==> config.mk <==
export PLATFORM = sky130hd
export DESIGN_NAME = bias_accum_relu
export DESIGN_NICKNAME = d
export VERILOG_FILES = /design/src/rtl/bias_accum_relu.sv
export SDC_FILE = /design/constraint.sdc
export NUM_CORES = 2
export LEC_CHECK = 0
export CAP_MARGIN = 20
export CORE_MARGIN = 3
export CORE_UTILIZATION = 50
export CTS_CLUSTER_SIZE = 30
export DETAILED_ROUTE_END_ITERATION = 7
export PLACE_DENSITY_LB_ADDON = 0.08
export SETUP_SLACK_MARGIN = 0.15
export SYNTH_ARGS = -nofsm -noshare
export SYNTH_HDL_FRONTEND = slang
export SYNTH_SLANG_ARGS = --single-unit
==> constraint.sdc <==
create_clock -name clk -period 31.8 [get_ports clk]
set_clock_uncertainty 0.05 [all_clocks]
set_input_delay 4.77 -clock clk [delete_from_list [all_inputs] [get_ports clk]]
set_output_delay 4.77 -clock clk [all_outputs]
set_load 0.1 [all_outputs]
==> src/rtl/bias_accum_relu.sv <==
// ============================================================================
// Module      : bias_accum_relu
// Description : Per-lane partial-sum accumulator with bias add, ReLU and
//               18-bit saturation, presented under a valid/ready handshake.
// Revision    : 1.0 - initial release
// ============================================================================
`default_nettype none

module bias_accum_relu #(
  parameter int N_adder_tree = 16,
  parameter int DW           = 18,
  parameter int ACC_W        = 24,
  parameter int N_CHUNKS     = 4
) (
  input  logic                       clk,
  input  logic                       rst,
  input  logic                       layer_start,
  input  logic                       in_valid,
  output logic                       in_ready,
  input  logic [N_adder_tree*DW-1:0] psum,
  input  logic [N_adder_tree*DW-1:0] bias,
  output logic                       out_valid,
  input  logic                       out_ready,
  output logic [N_adder_tree*DW-1:0] out_data,
  output logic [5:0]                 beat_cnt
);

  localparam int         c_vec_w     = N_adder_tree * DW;
  localparam logic [5:0] c_last_beat = 6'(N_CHUNKS - 1);

  logic               r_out_valid;
  logic [c_vec_w-1:0] r_out_data;
  logic [5:0]         r_beat_cnt;

  logic               w_accept;
  logic               w_first;
  logic               w_final;
  logic [c_vec_w-1:0] w_lane_result;

  // A stalled result blocks every beat, so accumulators freeze with it.
  assign in_ready = !r_out_valid || out_ready;
  assign w_accept = in_valid && in_ready && !layer_start;
  assign w_first  = (r_beat_cnt == 6'd0);
  assign w_final  = (r_beat_cnt == c_last_beat);

  generate
    for (genvar i = 0; i < N_adder_tree; i++) begin : g_lane
      logic [ACC_W-1:0] r_acc;
      logic [ACC_W-1:0] w_acc_base;
      logic [ACC_W-1:0] w_psum_ext;
      logic [ACC_W-1:0] w_acc_next;
      logic [ACC_W:0]   w_bias_ext;
      logic [ACC_W:0]   w_sum;
      logic [DW-1:0]    w_relu;

      // Beat 0 ignores the accumulator, so stale contents never need clearing.
      assign w_acc_base = w_first ? '0 : r_acc;
      assign w_psum_ext = {{(ACC_W-DW){psum[DW*i+DW-1]}}, psum[DW*i +: DW]};
      assign w_bias_ext = {{(ACC_W+1-DW){bias[DW*i+DW-1]}}, bias[DW*i +: DW]};
      assign w_acc_next = w_acc_base + w_psum_ext;

      assign w_sum = {w_acc_base[ACC_W-1], w_acc_base}
                   + {w_psum_ext[ACC_W-1], w_psum_ext}
                   + w_bias_ext;

      always_comb begin
        w_relu = w_sum[DW-1:0];
        if (w_sum[ACC_W]) begin
          w_relu = '0;
        end else if (|w_sum[ACC_W-1:DW-1]) begin
          w_relu = {1'b0, {(DW-1){1'b1}}};
        end
      end

      always_ff @(posedge clk or posedge rst) begin
        if (rst) begin
          r_acc <= '0;
        end else if (w_accept && !w_final) begin
          r_acc <= w_acc_next;
        end
      end

      assign w_lane_result[DW*i +: DW] = w_relu;
    end
  endgenerate

  always_ff @(posedge clk or posedge rst) begin
    if (rst) begin
      r_beat_cnt <= '0;
    end else if (layer_start) begin
      r_beat_cnt <= '0;
    end else if (w_accept) begin
      r_beat_cnt <= w_final ? 6'd0 : r_beat_cnt + 6'd1;
    end
  end

  // A final beat landing while the old result drains keeps valid high.
  always_ff @(posedge clk or posedge rst) begin
    if (rst) begin
      r_out_valid <= 1'b0;
      r_out_data  <= '0;
    end else if (w_accept && w_final) begin
      r_out_valid <= 1'b1;
      r_out_data  <= w_lane_result;
    end else if (r_out_valid && out_ready) begin
      r_out_valid <= 1'b0;
    end
  end

  assign out_valid = r_out_valid;
  assign out_data  = r_out_data;
  assign beat_cnt  = r_beat_cnt;

endmodule

`default_nettype wire
### Word level (Yosys, flattened, before mapping)

Cells that the tools add are included.

| word-level totals | value |
|---|---|
| bits of input ports | 581 |
| bits in registers | 679 |
| output and inout bits | 296 |
| logic and storage cells | 150 |

| cells by class | value |
|---|---|
| reductions and logical operators | 28 |
| $add $sub $neg | 49 |
| equal/unequal tests | 1 |
| mux-type cells | 53 |

Operator list:

| cell | number |
|---|---|
| $mux W18 | 32 |
| $add A24 B18 Y25 | 16 |
| $add A25 B25 Y25 | 16 |
| $add A24 B24 Y24 | 16 |
| $mux W24 | 16 |
| $reduce_or A7 Y1 | 16 |
| $mux W6 | 3 |
| $add A6 B1 Y6 const B | 1 |
| $eq A6 B2 Y1 const B | 1 |
| $logic_not A6 Y1 | 1 |
| $logic_and A1 B1 Y1 | 5 |
| $reduce_bool A2 Y1 | 2 |
| $logic_not A1 Y1 | 3 |
| $mux W1 | 2 |
| $logic_or A1 B1 Y1 | 1 |

### Logic depth before layout (Yosys ltp)

| logic depth | value |
|---|---|
| word-level depth | 7 |
| gate-level depth with buffers | 24 |
| mapped depth without buffers | 20 |

### Worst setup path after synthesis

No wires, ideal clock.

| timing | value |
|---|---|
| path type | in2out |
| start | in out_ready |
| end | out in_ready |
| arrival | 5.606 ns |
| stages | 1 |
| path slack | 21.374 ns |
| path buffers | 0 |
| required time | 26.980 ns |
| path through | nand2b_1 |

| on the way | value |
|---|---|
| cells in the longest elaborated chain, start to end | 1 |

Ends and longest elaborated chain:

| item | RTL line | RTL |
|---|---|---|
| start, declared | 23 | `input logic out_ready,` |
| $logic_or A1 B1 Y1 | 41 | `assign in_ready = !r_out_valid \|\| out_ready;` |
| end, declared | 19 | `output logic in_ready,` |

No other way between the ends.

### Worst setup path after layout

Same ends and word-level chain as after synthesis.

==> results.md <==
- WL/cell: between 15 and 20 µm
- GP Congestion: ~0.91
- Register area: 0.0170 mm²
- Async set-reset flop share out of synthesis: 100%
- Worst-Margin Slew: 1.17 ns
- Setup_tns: 0 ns
- Max Clk Rate: 0.0873 GHz
- Top post-synthesis cells by area: dfrtp_1, ha_1, fa_1, o21ai_0, nand2_1
- Clk buf depth: 3
- Unrepaired setup endpoints after global routing: no
- Worst path most repeated cell: clkdlybuf4s50_1
- DRT iter0 DRCs: between 3,000 and 4,000
- Area share of the largest cell type after synthesis: 24.3%
- Final HPWL DP: 162 mm
- Ys flop type: dfrtp_1
- Vias: between 60,000 and 70,000
- Worst hold path class: flop to flop
- Synthesis warning total: 0
- DR DRC count: 0
- Initial antenna violation count: 80
- Synth Area in XOR/XNOR: 7.19%
- Syn nets: 9,698
- Worst VDD drop: 0.0000794 V
- CP arrival: 6.63 ns
- Top cells by count, synth: nand2_1, ha_1, o21ai_0
- Die height: 380 µm
- CTS Buf Count: 89
- Initial Util: 50.6%
- Worst path cell trace: clkdlybuf4s50_1, nand2b_1, clkdlybuf4s50_1
- Crit path max fanout: 6
- Area leader, netlist: dfrtp_1
- Count leader, synth: nand2_1
- Pint: 3.09 mW
- Largest family of logic cells by synthesized area: adder cells
- Max-slew violations: 0
- Syn_area_per_cell: 8.78 µm²
- Final worst-path cycle share: 36.0%
- Compound-Gate Fraction of Synth Area: 21.8%
- Core Region: 0.138 mm²
- Placed insts: ~10,000
- Crit Path Category: input port to primary output
- CP max-delay cell: clkdlybuf4s50_1
- Vias in the first global route: 60,500
- Total gr overflow: 0
- Proportion of layout cells with a drive suffix above 1: 3.86%
- Sequential share of the synthesized area: about 24%
- Sequential share of power: a little over a fifth
- Slew margin rel.: 21.8%
- Logic pwr share: about three fifths
- Count of input and output buffers: around 880
- CP startpoint kind: input port
- Syn Inst Count: ~8,000
- Global-route wire length before repair: 329 mm
- Sw Ratio: 49.6%
- Post-synth EDFFs: 0
- Critical Path RT: about 27 ns
- Skew-Pair Late Insertion Delay: 0.70 ns
- Final Critical Period: 11.45 ns
- Multi-input gate area: 0.0506 mm²
- Number of antenna-violating nets in the routed design: 0
- Setup Buffers After CTS: 0
- Syn-to-layout area delta: 19.5%
- Clock power frac: around 17%
- Final Power: 6.13 mW
- Pwr dens: ~73 mW/mm²
- Clock sinks: 679
- Status: complete, no violations
- First drt pass iteration count: 6
- Vias per cell: ~5.7
- Die ar.: 0.144 mm²
- Die width: roughly 380 µm
- Hold Buf Count CTS: 0
- Non-filler cells, final: 10,700
- TritonCTS clock tree: built
- Worst slack, placed: 20.36 ns
- Leakage: 38.8 nW
- Layout fillers: between 10,000 and 15,000
- Final nets: about 10,000
- Simple-gate portion of the synthesized area: 17.6%
- Max stage delay on crit path: 1.18 ns
- Rows: 136
- Largest net degree at the start of global routing: 237
- Final WS setup: between 20 and 25 ns
- Post-synthesis cell type count: 98
- Post-synthesis mux area share: 0.639%
- Synthesized area: 0.0699 mm²
- H-tree Lvls: 3
- Global Route Usage Sum: 28.0%
- CTS resizes: 0
- MaxCap Viol Count: 0
- WL final: 205 mm
- Flip-flop and latch count after synthesis: 679
- Ports: 877
- Critical Path Sink Type: primary output
- Hold Vio Cnt, Final: 0
- Adder-cell share of the synthesized area: 25.1%
- CTS Root Cell: clkbuf_16
- Setup Viol. Count Final: 0
- CTS clk-pin slew, worst paths: approximately 0.05 ns
- Sw Pwr: 3.04 mW
[worst max-delay path, delay by kind of cell]
family	cells	cell delay (ns)
buffers and inverters	2	1.63
and+or+nand+nor	1	0.23
[final cells by class]
type / instances / area share (%)
clock buffers: 120 / 2.99
diodes: 62 / 0.186
well taps: 1863 / 2.79
flip-flops and latches: 679 / 20.3
inverters: 351 / 1.59
repair buffers: 913 / 10.9
clock inverters: 40 / 0.632
multi-input cells: 6681 / 60.6
[state kept, by name, summed over array words and instances (netlist names)]
| register | count |
|---|---|
| beat_cnt | 6 |
| out_data | 288 |
| g_lane.r_acc | 384 |
| out_valid | 1 |
[path summary, 6_finish.rpt]
kind	startpoint	endpoint	slack [ns]	cells after the start
max	out_ready	in_ready	20.35	3
min	g_lane[14].r_acc[12]	g_lane[14].r_acc[12]	0.40	2
max reg2reg	beat_cnt[2]	out_data[26]	24.99	20
min reg2reg	g_lane[14].r_acc[12]	g_lane[14].r_acc[12]	0.40	2
max in group asynchronous	rst	g_lane[5].r_acc[6]	24.35	5
min in group asynchronous	rst	out_data[172]	4.58	2
[cells by family (layout without fill, tap and decap cells)]
group                    count (synthesis)  after routing
buffers and inverters                  603           1424
flip-flops                             679            679
other                                    0             62
AO/OA/AOI/OAI                         2367           2367
multiplexers                            43             43
AND/OR/NAND/NOR                       2543           2543
XOR/XNOR                               574            574
adder cells (fa/ha/maj)               1154           1154
[per-stage QoR]
stage          hold WS, ns  utilization [%]  cell area [µm²]
2_1_floorplan        0.380                -            69900
3_3_place_gp         0.391             58.1            80300
3_5_place_dp         0.397             58.2            80400
4_1_cts              0.410             60.3            83400
5_1_grt              0.432             60.4            83500
6_report             0.403             60.5            83600
[layout by cell type, fill, tap and decap left out, types with 20 or more instances in the layout]
cell | netlist | layout
a211o_1 | 20 | 20
a211oi_1 | 57 | 57
a21o_1 | 249 | 249
a21oi_1 | 594 | 594
a221o_1 | 34 | 34
a22oi_1 | 32 | 32
a31oi_1 | 59 | 59
a32oi_1 | 20 | 20
and2_1 | 387 | 387
and3_1 | 75 | 75
buf_4 | 2 | 34
clkbuf_16 | 0 | 91
clkdlybuf4s50_1 | 0 | 873
dfrtp_1 | 679 | 679
diode_2 | 0 | 62
fa_1 | 416 | 416
ha_1 | 738 | 738
inv_1 | 351 | 350
mux2i_1 | 30 | 30
nand2_1 | 911 | 910
nand2b_1 | 117 | 117
nand3_1 | 128 | 128
nand4_1 | 45 | 45
nor2_1 | 459 | 459
nor2b_1 | 112 | 112
nor3_1 | 121 | 119
nor4_1 | 33 | 33
o211ai_1 | 54 | 54
o21a_1 | 98 | 98
o21ai_0 | 687 | 687
o21ai_1 | 36 | 36
o21bai_1 | 72 | 72
o221a_2 | 58 | 58
o31ai_1 | 45 | 45
or2_2 | 22 | 22
or3_1 | 60 | 58
xnor2_1 | 321 | 321
xor2_1 | 253 | 253
[routing by layer]
layer  vias to the layer above  global-route usage [%]  wire length [µm]
li1                      30000                       -                 -
met1                     29000                    35.7             88100
met2                      1456                    46.5             97500
met3                       355                    6.08             12500
met4                        32                    10.6              7170
met5                         -                       0               223
[power groups by stage]
stage          logic [mW]  registers, mW  clock network (mW)
2_1_floorplan        1.92           2.22                   0
3_3_place_gp         3.71           1.29                   0
3_5_place_dp         3.76           1.30                   0
4_1_cts              3.78           1.29                1.09
5_1_grt              4.12           1.32                1.12
6_report             3.78           1.29                1.06
No activity file was read; power rests on OpenSTA's default activity.
